**src/rtl/sccb_init_seq_if.sv**
```systemverilog
// rtl/sccb_init_seq_if.sv - request/response bus between the init sequencer and the SCCB engine
interface sccb_init_seq_if;
    logic        sccb_start;
    logic [3:0]  sccb_wr;
    logic [31:0] sccb_data;
    logic        sccb_busy;
    logic [7:0]  sccb_read_data;

    modport master (
        output sccb_start, sccb_wr, sccb_data,
        input  sccb_busy, sccb_read_data
    );

    modport slave (
        input  sccb_start, sccb_wr, sccb_data,
        output sccb_busy, sccb_read_data
    );
endinterface

```
**src/rtl/sccb_init_seq.sv**
```systemverilog
// rtl/sccb_init_seq.sv - init-table sequencer and CPU arbiter in front of the SCCB engine
module sccb_init_seq #(
    parameter int         ADDR_W     = 8,
    parameter logic [7:0] DEV_ID     = 8'h78,
    parameter logic [3:0] WR_WRITE   = 4'hF,
    parameter int         ACK_WAIT   = 4,
    parameter bit         AUTO_START = 1'b1
) (
    input  logic              clk,
    input  logic              rstn,
    input  logic              init_go,
    output logic              init_done,
    output logic              init_err,
    output logic [ADDR_W-1:0] tbl_addr,
    input  logic [31:0]       tbl_data,
    input  logic              cpu_start,
    input  logic [3:0]        cpu_wr,
    input  logic [31:0]       cpu_data,
    output logic              cpu_busy,
    output logic [7:0]        cpu_read_data,
    sccb_init_seq_if.master   sccb
);
    typedef enum logic [2:0] {
        IDLE, FETCH, DECODE, ISSUE, WAIT_ACK, WAIT_DONE, DELAY, DONE
    } state_t;

    localparam logic [ADDR_W-1:0] LAST_ADDR = '1;
    localparam logic [7:0]        ACK_LAST  = 8'(ACK_WAIT - 1);

    state_t      state;
    logic        auto_pend;
    logic        cpu_active;
    logic        cpu_ret_done;
    logic [3:0]  cpu_wr_q;
    logic [31:0] cpu_data_q;
    logic [23:0] delay_cnt;
    logic [7:0]  ack_cnt;

    logic unused_bits;
    assign unused_bits = ^tbl_data[29:24];

    always_ff @(posedge clk or negedge rstn) begin
        if (!rstn) begin
            state           <= IDLE;
            auto_pend       <= AUTO_START;
            cpu_active      <= 1'b0;
            cpu_ret_done    <= 1'b0;
            cpu_wr_q        <= 4'd0;
            cpu_data_q      <= 32'd0;
            delay_cnt       <= 24'd0;
            ack_cnt         <= 8'd0;
            init_done       <= 1'b0;
            init_err        <= 1'b0;
            tbl_addr        <= '0;
            cpu_busy        <= 1'b0;
            cpu_read_data   <= 8'd0;
            sccb.sccb_start <= 1'b0;
            sccb.sccb_wr    <= 4'd0;
            sccb.sccb_data  <= 32'd0;
        end else begin
            sccb.sccb_start <= 1'b0;

            // One-deep CPU slot; requests arriving while it is occupied are dropped.
            if (cpu_start && !cpu_busy) begin
                cpu_busy   <= 1'b1;
                cpu_wr_q   <= cpu_wr;
                cpu_data_q <= cpu_data;
            end

            case (state)
                IDLE, DONE: begin
                    if (init_go || (state == IDLE && auto_pend)) begin
                        auto_pend <= 1'b0;
                        init_done <= 1'b0;
                        init_err  <= 1'b0;
                        tbl_addr  <= '0;
                        state     <= FETCH;
                    end else if (cpu_busy) begin
                        sccb.sccb_wr    <= cpu_wr_q;
                        sccb.sccb_data  <= cpu_data_q;
                        sccb.sccb_start <= 1'b1;
                        cpu_active      <= 1'b1;
                        cpu_ret_done    <= (state == DONE);
                        state           <= ISSUE;
                    end
                end

                FETCH: state <= DECODE;

                DECODE: begin
                    case (tbl_data[31:30])
                        2'b00: begin
                            sccb.sccb_data  <= {DEV_ID, tbl_data[23:0]};
                            sccb.sccb_wr    <= WR_WRITE;
                            sccb.sccb_start <= 1'b1;
                            state           <= ISSUE;
                        end
                        2'b01: begin
                            if (tbl_data[23:0] != 24'd0) begin
                                delay_cnt <= tbl_data[23:0];
                                state     <= DELAY;
                            end else if (tbl_addr == LAST_ADDR) begin
                                init_done <= 1'b1;
                                state     <= DONE;
                            end else begin
                                tbl_addr <= tbl_addr + 1'b1;
                                state    <= FETCH;
                            end
                        end
                        2'b10: begin
                            if (tbl_addr == LAST_ADDR) begin
                                init_done <= 1'b1;
                                state     <= DONE;
                            end else begin
                                tbl_addr <= tbl_addr + 1'b1;
                                state    <= FETCH;
                            end
                        end
                        default: begin
                            init_done <= 1'b1;
                            state     <= DONE;
                        end
                    endcase
                end

                ISSUE: begin
                    ack_cnt <= 8'd0;
                    state   <= WAIT_ACK;
                end

                WAIT_ACK: begin
                    if (sccb.sccb_busy) begin
                        state <= WAIT_DONE;
                    end else if (ack_cnt == ACK_LAST) begin
                        // Engine never acknowledged: flag it, then unwind whichever path owned it.
                        init_err <= 1'b1;
                        if (cpu_active) begin
                            cpu_read_data <= 8'd0;
                            cpu_busy      <= 1'b0;
                            cpu_active    <= 1'b0;
                            state         <= cpu_ret_done ? DONE : IDLE;
                        end else begin
                            init_done <= 1'b1;
                            state     <= DONE;
                        end
                    end else begin
                        ack_cnt <= ack_cnt + 8'd1;
                    end
                end

                WAIT_DONE: begin
                    if (!sccb.sccb_busy) begin
                        if (cpu_active) begin
                            cpu_read_data <= sccb.sccb_read_data;
                            cpu_busy      <= 1'b0;
                            cpu_active    <= 1'b0;
                            state         <= cpu_ret_done ? DONE : IDLE;
                        end else if (tbl_addr == LAST_ADDR) begin
                            init_done <= 1'b1;
                            state     <= DONE;
                        end else begin
                            tbl_addr <= tbl_addr + 1'b1;
                            state    <= FETCH;
                        end
                    end
                end

                DELAY: begin
                    if (delay_cnt != 24'd1) begin
                        delay_cnt <= delay_cnt - 24'd1;
                    end else if (tbl_addr == LAST_ADDR) begin
                        init_done <= 1'b1;
                        state     <= DONE;
                    end else begin
                        tbl_addr <= tbl_addr + 1'b1;
                        state    <= FETCH;
                    end
                end

                default: state <= IDLE;
            endcase
        end
    end
endmodule

```
**src/flat_wrapper.sv**
```systemverilog
// flat-port wrapper written by rule: the top's interface ports become plain ports
module sccb_init_seq_flat 
#(
    parameter int         ADDR_W     = 8,
    parameter logic [7:0] DEV_ID     = 8'h78,
    parameter logic [3:0] WR_WRITE   = 4'hF,
    parameter int         ACK_WAIT   = 4,
    parameter bit         AUTO_START = 1'b1
)
  (clk, rstn, init_go, init_done, init_err, tbl_addr, tbl_data, cpu_start, cpu_wr, cpu_data, cpu_busy, cpu_read_data, sccb_sccb_start, sccb_sccb_wr, sccb_sccb_data, sccb_sccb_busy, sccb_sccb_read_data);
  sccb_init_seq_if sccb_i ();
  input  logic clk;
  input  logic rstn;
  input  logic init_go;
  output logic init_done;
  output logic init_err;
  output logic [ADDR_W-1:0] tbl_addr;
  input  logic [31:0] tbl_data;
  input  logic cpu_start;
  input  logic [3:0] cpu_wr;
  input  logic [31:0] cpu_data;
  output logic cpu_busy;
  output logic [7:0] cpu_read_data;
  output wire logic [$bits(sccb_i.sccb_start)-1:0] sccb_sccb_start;
  output wire logic [$bits(sccb_i.sccb_wr)-1:0] sccb_sccb_wr;
  output wire logic [$bits(sccb_i.sccb_data)-1:0] sccb_sccb_data;
  input wire logic [$bits(sccb_i.sccb_busy)-1:0] sccb_sccb_busy;
  input wire logic [$bits(sccb_i.sccb_read_data)-1:0] sccb_sccb_read_data;
  assign sccb_sccb_start = sccb_i.sccb_start;
  assign sccb_sccb_wr = sccb_i.sccb_wr;
  assign sccb_sccb_data = sccb_i.sccb_data;
  assign sccb_i.sccb_busy = sccb_sccb_busy;
  assign sccb_i.sccb_read_data = sccb_sccb_read_data;
  sccb_init_seq #(.ADDR_W(ADDR_W), .DEV_ID(DEV_ID), .WR_WRITE(WR_WRITE), .ACK_WAIT(ACK_WAIT), .AUTO_START(AUTO_START)) u_core (.clk(clk), .rstn(rstn), .init_go(init_go), .init_done(init_done), .init_err(init_err), .tbl_addr(tbl_addr), .tbl_data(tbl_data), .cpu_start(cpu_start), .cpu_wr(cpu_wr), .cpu_data(cpu_data), .cpu_busy(cpu_busy), .cpu_read_data(cpu_read_data), .sccb(sccb_i));
endmodule
```
**config.mk**
```make
export PLATFORM = sky130hd
export DESIGN_NAME = sccb_init_seq_flat
export DESIGN_NICKNAME = d
export VERILOG_FILES = /design/src/rtl/sccb_init_seq_if.sv /design/src/rtl/sccb_init_seq.sv /design/src/flat_wrapper.sv
export SDC_FILE = /design/constraint.sdc
export NUM_CORES = 1
export LEC_CHECK = 0
export BUFFER_PORTS_ARGS = -buffer_cell sky130_fd_sc_hd__buf_4
export CORE_ASPECT_RATIO = 0.5
export CORE_MARGIN = 10
export CORE_UTILIZATION = 60
export DETAILED_ROUTE_END_ITERATION = 8
export GPL_TIMING_DRIVEN = 0
export PLACE_DENSITY_LB_ADDON = 0.05
export SKIP_CTS_REPAIR_TIMING = 1
export SYNTH_ARGS = -nofsm -noshare
export SYNTH_HDL_FRONTEND = slang
export SYNTH_SLANG_ARGS = --single-unit
```
**constraint.sdc**
```tcl
create_clock -name clk -period 4.1 [get_ports clk]
set_clock_uncertainty 0.15 [all_clocks]
set_input_delay 0.82 -clock clk [delete_from_list [all_inputs] [get_ports clk]]
set_output_delay 0.82 -clock clk [all_outputs]
set_load 0.01 [all_outputs]
```
; Word level (Yosys, flattened, before mapping)
; Index checks and enable logic that the tools add are counted.
[totals]
latchBits = 0
inputBits = 81
mem_count = 0
mem_bits_ro = 0
ram_bits = 0
ff_bits = 130
word_cells = 152
output_inout_bits = 56
[classes]
magnitude_cmp = 0
n_shift = 0
n_bitwise = 1
n_eq_ne = 33
add_sub_neg = 3
mux = 72
div_mod_pow = 0
n_reduce_logical = 27
mul = 0
[op_table]
columns = op, n
row1 = $mux W8, 13
row2 = $mux W32, 3
row3 = $mux W24, 3
row4 = $pmux W32 S2, 1
row5 = $pmux W24 S2, 1
row6 = $pmux W8 S2, 3
row7 = $mux W3, 11
row8 = $pmux W8 S4, 1
row9 = $mux W1, 24
row10 = $ne A24 B1 Y1 const B, 1
row11 = $reduce_bool A24 Y1, 1
row12 = $sub A24 B1 Y24 const B, 1
row13 = $pmux W3 S7, 1
row14 = $ne A2 B2 Y1 const B, 10
row15 = $add A8 B1 Y8 const B, 2
row16 = $reduce_and A4 Y1, 4
row17 = $ne A2 B1 Y1 const B, 7
row18 = $eq A3 B3 Y1 const B, 4
row19 = $mux W4, 3
row20 = $reduce_and A6 Y1, 2
row21 = $reduce_and A10 Y1, 1
row22 = $reduce_bool A2 Y1, 5
row23 = $pmux W3 S3, 1
row24 = $eq A8 B2 Y1 const B, 1
row25 = other kinds (25), 32

; Logic depth before layout (Yosys ltp)
; Gate-level depths: netlist of the first run.
[depth]
depth_word = 7
ltp_mapped = 8
ltp_nobuf = 7

; Worst setup path before layout of the first run
; Ideal clock, no wire load.
[synth_path]
kind = input to register
from = in tbl_data[30]
to = reg u_core.state[2]
required_ns = 3.811
n_path_buf = 0
stages = 7
arrival_ns = 2.464
setup_time_ns = 0.139
setup_slack_ns = 1.348
cell_sequence = inv_1 ha_1 or4_1 a22o_1 a21oi_1 a41oi_1 or4_1
[synth_between]
elab_chain_cells = 3
elab_cells_between_ends = 5
classes_between = eq/ne (2) / mux (2) / reduce/logical (1)
[synth_rtl]
columns = item, line
row1 = start: declaration, flat_wrapper.sv:18  ; input logic [31:0] tbl_data;
row2 = "$eq A2 B2 Y1, or another cell as far along", sccb_init_seq.sv:91  ; case (tbl_data[31:30])
row3 = $pmux W3 S3 *, sccb_init_seq.sv:91
row4 = $pmux W3 S7 *, sccb_init_seq.sv:70  ; case (state)
row5 = end signal: assignment, sccb_init_seq.sv:141  ; state <= cpu_ret_done ? DONE : IDLE;
row6 = end signal: assignment, sccb_init_seq.sv:157  ; state <= cpu_ret_done ? DONE : IDLE;
row7 = end: declaration, sccb_init_seq.sv:30  ; state_t state;
; Every way passes the cells marked *; elsewhere a longest branch is shown, timed or not.
; A chain may end at the register's enable or synchronous reset.

; Final worst setup path of the first run
[layout_path]
from = in tbl_data[1]
to = reg u_core.tbl_addr[1]
[layout_between]
elab_chain_cells = 3
[layout_rtl]
columns = item, line
row1 = $reduce_bool A24 Y1, sccb_init_seq.sv:99  ; if (tbl_data[23:0] != 24'd0) begin
row2 = $ne A3 B3 Y1 (no source line), -
row3 = $reduce_and A7 Y1 (no source line), -
row4 = end signal: assignment, sccb_init_seq.sv:106  ; tbl_addr <= tbl_addr + 1'b1;
row5 = end signal: assignment, sccb_init_seq.sv:115  ; tbl_addr <= tbl_addr + 1'b1;
row6 = end signal: assignment, sccb_init_seq.sv:162  ; tbl_addr <= tbl_addr + 1'b1;
row7 = end: declaration, sccb_init_seq.sv:14  ; output logic [ADDR_W-1:0] tbl_addr,
; Every way passes these cells.

==> metrics.yaml, run 1 <==
hold_violations: 0
grt_pass1_wl_mm: 32.4
htree_levels: 4
crit_buf_inv: 3
power_leakage_nw: 3.76
first_iter_violations: 761
root_buffer: "clkbuf_16"
wl_mm: 20.7
netlist_area_sq_mm: 0.00670
numCtsBuffers: 17
path_max_fanout: 10
slowest_stage: "clkbuf_1"
cts_tree: "yes"
cts_max_path_buffers: 2
vias: 6382
core_area_sq_mm: 0.0109
cts.clk_slew.worst_paths_ns: 0.07
synth_seq_cells: 130
cp.depth: 8
ys_top_cells_by_area: "dfrtp_1, mux2_2, nor2_1"
grt_pass1_vias: 6327
nets: 944
reg2reg_slack_ns: 1.27
fin_crit_ns: 3.16
initial_utilization: 0.612
rr_worst_depth: 7
critPathMaxStageDelay_ns: 0.52
endpoint_kind: "flop"
drv_slew: 0
finalWeightedCongestion: 0.961
reg2reg_from: "u_core.state[2]$_DFFE_PN0P_"
vias_per_cell: 6.30
die_y_um: 94.7
portBuffers: 129
regArea_sq_mm: 0.00325
syn_avg_cell_area_sq_um: 9.49
dieWidth_um: 169
relSlewSlack: 0.241
status: "completed"
synth.distinct_cells: 69
fin_crit_sh: 0.772
crit_path_cell_trace: "buf_4, nor4_1, nand4_1, o2111ai_1, buf_2, clkbuf_1, nand4_2, o22ai_1"
setup_viol: 0
required_ns: 4.28
critical_path_arrival_ns: 3.35
drc: 0
path_delay_family: "simple AND/OR/NAND/NOR gates"
row_count: 27
synth-async-reset-ratio: 1.00
yosys.area.top_type: "dfrtp_1"
areaGrowthSynthToFinish_pct: 26.4
grt_max_degree: 77
clkSinkCount: 130
reg2reg_to: "u_core.sccb.sccb_data[6]$_DFFE_PN0P_"
multiInputGateArea_sq_mm: 0.00312
dp_hpwl_mm: 14.5
rsz0062_at_grt: "false"
fin_area_sq_mm: 0.00847
synth_fp_nets: 795
wire_per_inst_um: 20.4
synth_top_area_share: 0.482
insertion_delay_ns: 0.42
drv_cap: 0
fmax_ghz: 0.316
cellPowerDensity_mw_per_mm2: 754
syn-instance-count: 706
synth_seq_area_share: 0.486
io_pins: 137
antenna_found_initial: 0
fin_tns_setup_ns: 0
antenna_cells: 0
hp-class: "input pin to async pin"
worstMarginPinSlew_ns: 1.14
yosysWarnings: 0
synth-edff-count: 0
worstSetupPathType: "input pin to flop"
dpl_cell_area_sq_mm: 0.00788
grt-ovfl-total: 0
peakVddDrop_uv: 361
crit_path_start_kind: "input pin"
grt_use_total: 0.249
drive_gt1_frac: 0.270
dr.pass1.iters: 6
die_area_sq_mm: 0.0161
fillers: 775
synth_ff_type: "dfrtp_1"
drtAntennaViolNets: 0
[per-layer routing]
layer	vias to the layer above	GRT usage	wire length [um]	part of all wire
li1	2877	-	-	-
met5	-	0	0	0
met4	0	0.0814	328	0.016
met3	45	0.0721	1960	0.095
met2	325	0.403	9730	0.47
met1	3135	0.318	8640	0.42
[cells in the mapped netlist, types with 3 or more instances]
cell type  number
nor4_1         10
and2_1          3
a22oi_1         8
a41oi_1         7
or4_1           5
or3_1           4
dfrtp_1       129
o22ai_1         7
nor2_1         84
nand3_1        28
nor2b_1         4
o2111ai_1       5
buf_4           3
a211oi_1        3
a21o_1          3
mux2_2         38
nand4_1        11
clkbuf_1       20
a31oi_1        28
buf_2          15
nand2_1        71
a221oi_1        3
and3_1          6
ha_1            8
xor2_1          6
buf_1           6
o21ai_0        33
a2bb2oi_1      13
nor3_1         15
a21oi_1        44
o31ai_1         4
inv_1          27
o31a_1          4
o22a_1          7
[kinds of logic (layout without fill, tap and decap cells)]
| family | Yosys count | count (layout) | share of synthesized area |
|---|---|---|---|
| multiplexers | 40 | 40 | 0.0670 |
| AO/OA/AOI/OAI | 188 | 188 | 0.188 |
| buffers and inverters | 74 | 236 | 0.0482 |
| flip-flops | 130 | 130 | 0.486 |
| XOR/XNOR | 6 | 6 | 0.00784 |
| AND/OR/NAND/NOR | 260 | 260 | 0.189 |
| adder cells (fa/ha/maj) | 8 | 8 | 0.0149 |
[registers in the layout (all words and copies together), names as in the netlist, 4 cells and up]
signal and count:
u_core.cpu_read_data 8, u_core.ack_cnt 8, u_core.cpu_wr_q 4, u_core.sccb.sccb_data 32, u_core.delay_cnt 24, u_core.cpu_data_q 32
u_core.sccb.sccb_wr 4, u_core.tbl_addr 8
[worst max-delay path by stage]
stage / startpoint / endpoint
4_1_cts: tbl_data[1] / u_core.tbl_addr[1]$_DFFE_PN0P_
2_1_floorplan: tbl_data[30] / u_core.state[2]$_DFFE_PN0P_
3_3_place_gp: tbl_data[1] / u_core.tbl_addr[3]$_DFFE_PN0P_
6_report: tbl_data[1] / u_core.tbl_addr[1]$_DFFE_PN0P_
3_5_place_dp: tbl_data[1] / u_core.tbl_addr[1]$_DFFE_PN0P_
5_1_grt: tbl_data[1] / u_core.tbl_addr[1]$_DFFE_PN0P_
[stage by stage]
stage / util / worst slack [ns] / hold slack (ns) / instances / power (mW)
4_1_cts: 0.774 / 1.03 / 0.309 / 1013 / 6.35
3_5_place_dp: 0.720 / 0.607 / 0.340 / 981 / 4.79
6_report: 0.774 / 0.936 / 0.271 / 1013 / 6.38
2_1_floorplan: - / 1.35 / 0.315 / 706 / 3.81
5_1_grt: 0.774 / 0.857 / 0.317 / 1013 / 6.76
3_3_place_gp: 0.717 / 0.691 / 0.327 / 980 / 4.69
[worst reg2reg max path, stage by stage (launching register included)]
cell and delay [ns]:
dfrtp_1 0.46, buf_2 0.23, nor3b_1 0.92, a22o_1 0.24, buf_2 0.22, buf_2 0.26, nor2_1 0.07, a31oi_1 0.18
[placed cells by master, fill, tap and decap left out, types with 8 or more instances in the layout]
cell type  count
a2bb2oi_1     13
inv_1         27
ha_1           8
nor2_1        84
clkbuf_1      20
nand2_1       71
dfrtp_1      129
nand4_1       11
nor4_1        10
buf_4        131
mux2_2        38
clkbuf_16     17
a22oi_1        8
nor3_1        15
o21ai_0       33
nand3_1       28
a21oi_1       44
a31oi_1       28
buf_2         15
[final cells by class]
class,instances,area share
buffer,46,0.0257
inverter,28,0.0124
clock inverter,15,0.0195
multi-input combinational,502,0.369
clock buffer,17,0.0502
sequential,130,0.384
tap,145,0.0214
timing repair buffer,130,0.118
[power breakdown]
group | switching, mW | leakage, nW | internal (mW) | total, mW
clock | 0.657 | 0.284 | 0.865 | 1.52
combinational | 1.42 | 1.91 | 1.14 | 2.56
sequential | 0.450 | 1.56 | 1.85 | 2.30
(Power assumes the default switching activity.)
==> run 2: changes to the inputs <==
CORE_UTILIZATION = 50   (was 60)
clock period = 2.9 ns   (was 4.1 ns; I/O delays follow)
==> run 2 against run 1 <==
Compared with the run above:
- final area grew 0.84%
- global-route usage shrank 3.5 points
- sequential share of layout area shrank 0.32 points
- via count shrank 3.1%
- flip-flop and latch count is the same
- non-clock buffer count grew 1
- routed wire length shrank 1.2%
- largest cell class unchanged
==> metrics.yaml, run 2 (same netlist as run 1, synthesis figures left out) <==
root_buffer: "clkbuf_16"
dr.pass1.iters: 7
drc: 0
reg2reg_slack_ns: 0.23
vias: 6187
fin_crit_ns: 2.83
htree_levels: 4
antenna_cells: 0
core_area_sq_mm: 0.0129
fin_crit_sh: 0.975
die_area_sq_mm: 0.0187
power_leakage_nw: 3.78
holdPathEnd: "u_core.cpu_read_data[0]$_DFFE_PN0P_"
rr_worst_depth: 7
status: "completed"
crit_path_start_kind: "input pin"
worstHoldStart: "sccb_sccb_read_data[0]"
first_iter_violations: 783
reg.largest.list: "u_core.cpu_data_q (32), u_core.sccb.sccb_data (32), u_core.delay_cnt (24)"
path_max_fanout: 10
rsz0062_at_grt: "false"
required_ns: 3.05
areaGrowthSynthToFinish_pct: 27.5
setup_viol: 0
clkSinkCount: 130
hold_violations: 0
reg2reg_from: "u_core.state[2]$_DFFE_PN0P_"
row_count: 29
numCtsBuffers: 17
holdPathStages: 3
hp-class: "input pin to flop"
fin_tns_setup_ns: 0
relSlewSlack: 0.505
drtAntennaViolNets: 0
peakVddDrop_uv: 523
critical_path_arrival_ns: 2.98
grt_pass1_wl_mm: 32.2
fmax_ghz: 0.354
cellPowerDensity_mw_per_mm2: 1060
worstSetupPathType: "input pin to flop"
antenna_found_initial: 0
final_util: 0.663
dieWidth_um: 184
worstMarginPinSlew_ns: 0.736
io_pins: 137
grt_use_total: 0.214
cts_max_path_buffers: 2
endpoint_kind: "flop"
finalWeightedCongestion: 0.988
initial_utilization: 0.520
portBuffers: 129
grt_pass1_vias: 6128
final_cell_mix: "buf_4, dfrtp_1, nor2_1"
insertion_delay_ns: 0.42
grt_max_degree: 93
layout_commonest_cell: "buf_4"
grt-ovfl-total: 0
nets: 945
cts.clk_slew.worst_paths_ns: 0.07
dp_hpwl_mm: 14.8
drv_cap: 0
cts_tree: "yes"
drv_slew: 0
dpl_worst_slack_ns: -0.360
power.total_mw: 9.03
drive_gt1_frac: 0.277
vias_per_cell: 5.95
die_y_um: 102
timing.hold.ws_ns: 0.233
setup_slack_ns: 0.0713
wire_per_inst_um: 19.6
reg2reg_to: "u_core.delay_cnt[7]$_DFFE_PN0P_"
wl_mm: 20.4
[run 2: cell types whose count changed in the layout (fill, tap and decap cells not counted), moves of 2 or more]
cell,change
buf_1,-3
clkbuf_1,-2
clkbuf_2,+5
clkinvlp_4,+2
[run 2: worst max-delay path by stage]
stage	from	end	slack, ns
finish	tbl_data[1]	u_core.tbl_addr[5]$_DFFE_PN0P_	0.07
global route	tbl_data[1]	u_core.tbl_addr[1]$_DFFE_PN0P_	0.02
CTS	tbl_data[1]	u_core.tbl_addr[5]$_DFFE_PN0P_	-0.01
detailed placement	tbl_data[1]	u_core.tbl_addr[5]$_DFFE_PN0P_	-0.36
global placement	tbl_data[1]	u_core.tbl_addr[5]$_DFFE_PN0P_	-0.33
floorplan	tbl_data[30]	u_core.state[2]$_DFFE_PN0P_	0.39
[run 2: worst max-delay path, cell delays in order]
cell and delay (ns):
buf_4 0.13, nor4_1 0.55, nand4_1 0.33, o2111ai_1 0.35, buf_2 0.31, clkbuf_2 0.36, nand4_1 0.13, a32o_1 0.24
[run 2: per-layer routing]
layer | wire length, um | track usage | share of wire | up-vias
met3 | 2090 | 0.0644 | 0.10 | 19
met1 | 8920 | 0.292 | 0.44 | 3013
met5 | 0 | 0 | 0 | -
met4 | 196 | 0.0507 | 0.0096 | 0
li1 | - | - | - | 2878
met2 | 9200 | 0.329 | 0.45 | 277
[run 2: metrics by stage]
step           cell area (sq um)  cells
6_report                    8540   1039
4_1_cts                     8520   1038
3_3_place_gp                7880   1005
2_1_floorplan               6700    706
5_1_grt                     8540   1039
3_5_place_dp                7910   1006
[run 2: report_power, final]
part           internal [mW]  switching [mW]
Combinational           1.62            1.97
Sequential              2.62           0.607
Clock                   1.32           0.898
[run 2: area by class of cell]
type	count	area (sq um)
fill	1103	4340
sequential	130	3250
multi-input combinational	502	3130
timing repair buffer	131	1010
clock buffer	18	439
buffer	46	224
tap	170	213
clock inverter	14	165
inverter	28	105
==> run 3: changes to the inputs <==
CELL_PAD_IN_SITES_DETAIL_PLACEMENT = 0   (was unset)
CELL_PAD_IN_SITES_GLOBAL_PLACEMENT = 1   (was unset)
CORE_UTILIZATION = 38   (was 50)
SKIP_LAST_GASP = 1   (was unset)
==> run 3 against run 2 <==
Compared with the run above:
- the flow now finishes with violations (negative hold slack)
- via count shrank 2.2%
- largest power group unchanged
- critical endpoint is now u_core.delay_cnt[7]$_DFFE_PN0P_
- final area up 0.59%
- largest cell class unchanged
- routed wire length rose by 3.6%
- die area rose by 26%
- setup slack improved by 0.15 ns
==> metrics.yaml, run 3 (same netlist as run 1, synthesis figures left out) <==
cts.clk_slew.worst_paths_ns: 0.06
critPathMaxStageDelay_ns: 0.47
violations: "negative hold slack"
dpl_worst_slack_ns: -0.333
clkSinkCount: 130
placed_cells: 1070
io_pins: 137
drtAntennaViolNets: 0
drive_gt1_frac: 0.278
grt-ovfl-total: 0
wire_per_inst_um: 19.2
cts_tree: "yes"
dieWidth_um: 208
fin_tns_setup_ns: 0
fmax_ghz: 0.374
timing.hold.ws_ns: -0.00213
drv_cap: 0
vias_per_cell: 5.49
hold_violations: 1
dp_hpwl_mm: 15.3
first_iter_violations: 363
drc: 0
path_max_fanout: 10
crit_path_start_kind: "flop"
dpl_cell_area_sq_mm: 0.00799
dr.pass1.iters: 6
cellPowerDensity_mw_per_mm2: 1040
wl_mm: 21.1
setup_slack_ns: 0.224
rsz0062_at_grt: "false"
cts_max_path_buffers: 2
p_sw_frac: 0.384
die_area_sq_mm: 0.0237
portBuffers: 129
fin_cells: 1102
fin_crit_ns: 2.68
grt_max_degree: 71
core_area_sq_mm: 0.0173
grt_pass1_vias: 6009
required_ns: 3.04
worstMarginPinSlew_ns: 0.792
grt_use_total: 0.175
root_buffer: "clkbuf_16"
reg.largest.list: "u_core.cpu_data_q (32), u_core.sccb.sccb_data (32), u_core.delay_cnt (24)"
internal-power_mw: 5.51
crit_path_cell_trace: "clkinv_1, nor3_1, clkbuf_1, clkbuf_2, nand4_1, o21ai_0, a2bb2oi_1"
finalWeightedCongestion: 0.883
vias: 6051
p_sw_mw: 3.44
drv_slew: 0
antenna_found_initial: 0
endpoint_kind: "flop"
initial_utilization: 0.387
layout_commonest_cell: "buf_4"
worstSetupPathType: "flop to flop"
slowest_stage: "clkbuf_1"
power_leakage_nw: 3.77
fin_area_sq_mm: 0.00859
fillers: 1660
antenna_cells: 0
peakVddDrop_uv: 501
insertion_delay_ns: 0.42
hp-class: "input pin to async pin"
critical_path_arrival_ns: 2.82
htree_levels: 4
numCtsBuffers: 17
status: "finished, violations left"
power.total_mw: 8.95
relSlewSlack: 0.472
nets: 944
grt_pass1_wl_mm: 33.7
pwr-share-clk: 0.241
row_count: 34
seq_power_share: 0.358
final_util: 0.496
final_cell_mix: "buf_4, dfrtp_1, nor2_1"
fin_crit_sh: 0.923
die_y_um: 114
areaGrowthSynthToFinish_pct: 28.3
p_comb_frac: 0.402
setup_viol: 0
run 3: layout make-up:
cell class	count	area, sq um	share of cell area
Buffer	46	224	0.0261
Clock buffer	17	425	0.0495
Clock inverter	15	159	0.0185
Inverter	28	105	0.0122
Multi-Input combinational cell	502	3130	0.365
Sequential cell	130	3250	0.379
Tap cell	234	293	0.0341
Timing Repair Buffer	130	1000	0.116
run 3: worst paths after layout:
kind	slack, ns	start	cells past startpoint	end
setup / recovery	0.22	u_core.state[2]$_DFFE_PN0P_	7	u_core.delay_cnt[7]$_DFFE_PN0P_
hold reg to reg	0.35	u_core.cpu_data_q[25]$_DFFE_PN0P_	2	u_core.sccb.sccb_data[25]$_DFFE_PN0P_
hold / removal	-0.002	rstn	1	u_core.cpu_data_q[7]$_DFFE_PN0P_
min in group clk	0.23	sccb_sccb_read_data[1]	3	u_core.cpu_read_data[1]$_DFFE_PN0P_
max in group asynchronous	1.78	rstn	2	u_core.auto_pend$_DFFE_PN1P_
setup reg to reg	0.22	u_core.state[2]$_DFFE_PN0P_	7	u_core.delay_cnt[7]$_DFFE_PN0P_
run 3: worst max-delay path, delay by kind of cell (launching register included):
kind	cells	cell delay, ns
DFF	1	0.46
AOI/OAI and AO/OA	2	0.17
buffers and inverters	3	1.18
and+or+nand+nor	2	0.58
run 3: power by group through the flow:
stage / Clock (mW) / Combinational (mW) / Sequential (mW)
2_1_floorplan: 0 / 2.15 / 3.23
3_3_place_gp: 0 / 3.56 / 3.21
3_5_place_dp: 0 / 3.60 / 3.22
4_1_cts: 2.19 / 3.61 / 3.20
5_1_grt: 2.28 / 4.02 / 3.31
6_report: 2.15 / 3.60 / 3.20
run 3: routing by layer:
| layer | part of all wire | vias to the layer above | global-route usage |
|---|---|---|---|
| li1 | - | 2872 | - |
| met1 | 0.49 | 2980 | 0.243 |
| met2 | 0.44 | 178 | 0.259 |
| met3 | 0.055 | 21 | 0.0486 |
| met4 | 0.013 | 0 | 0.0528 |
| met5 | 0 | - | 0 |
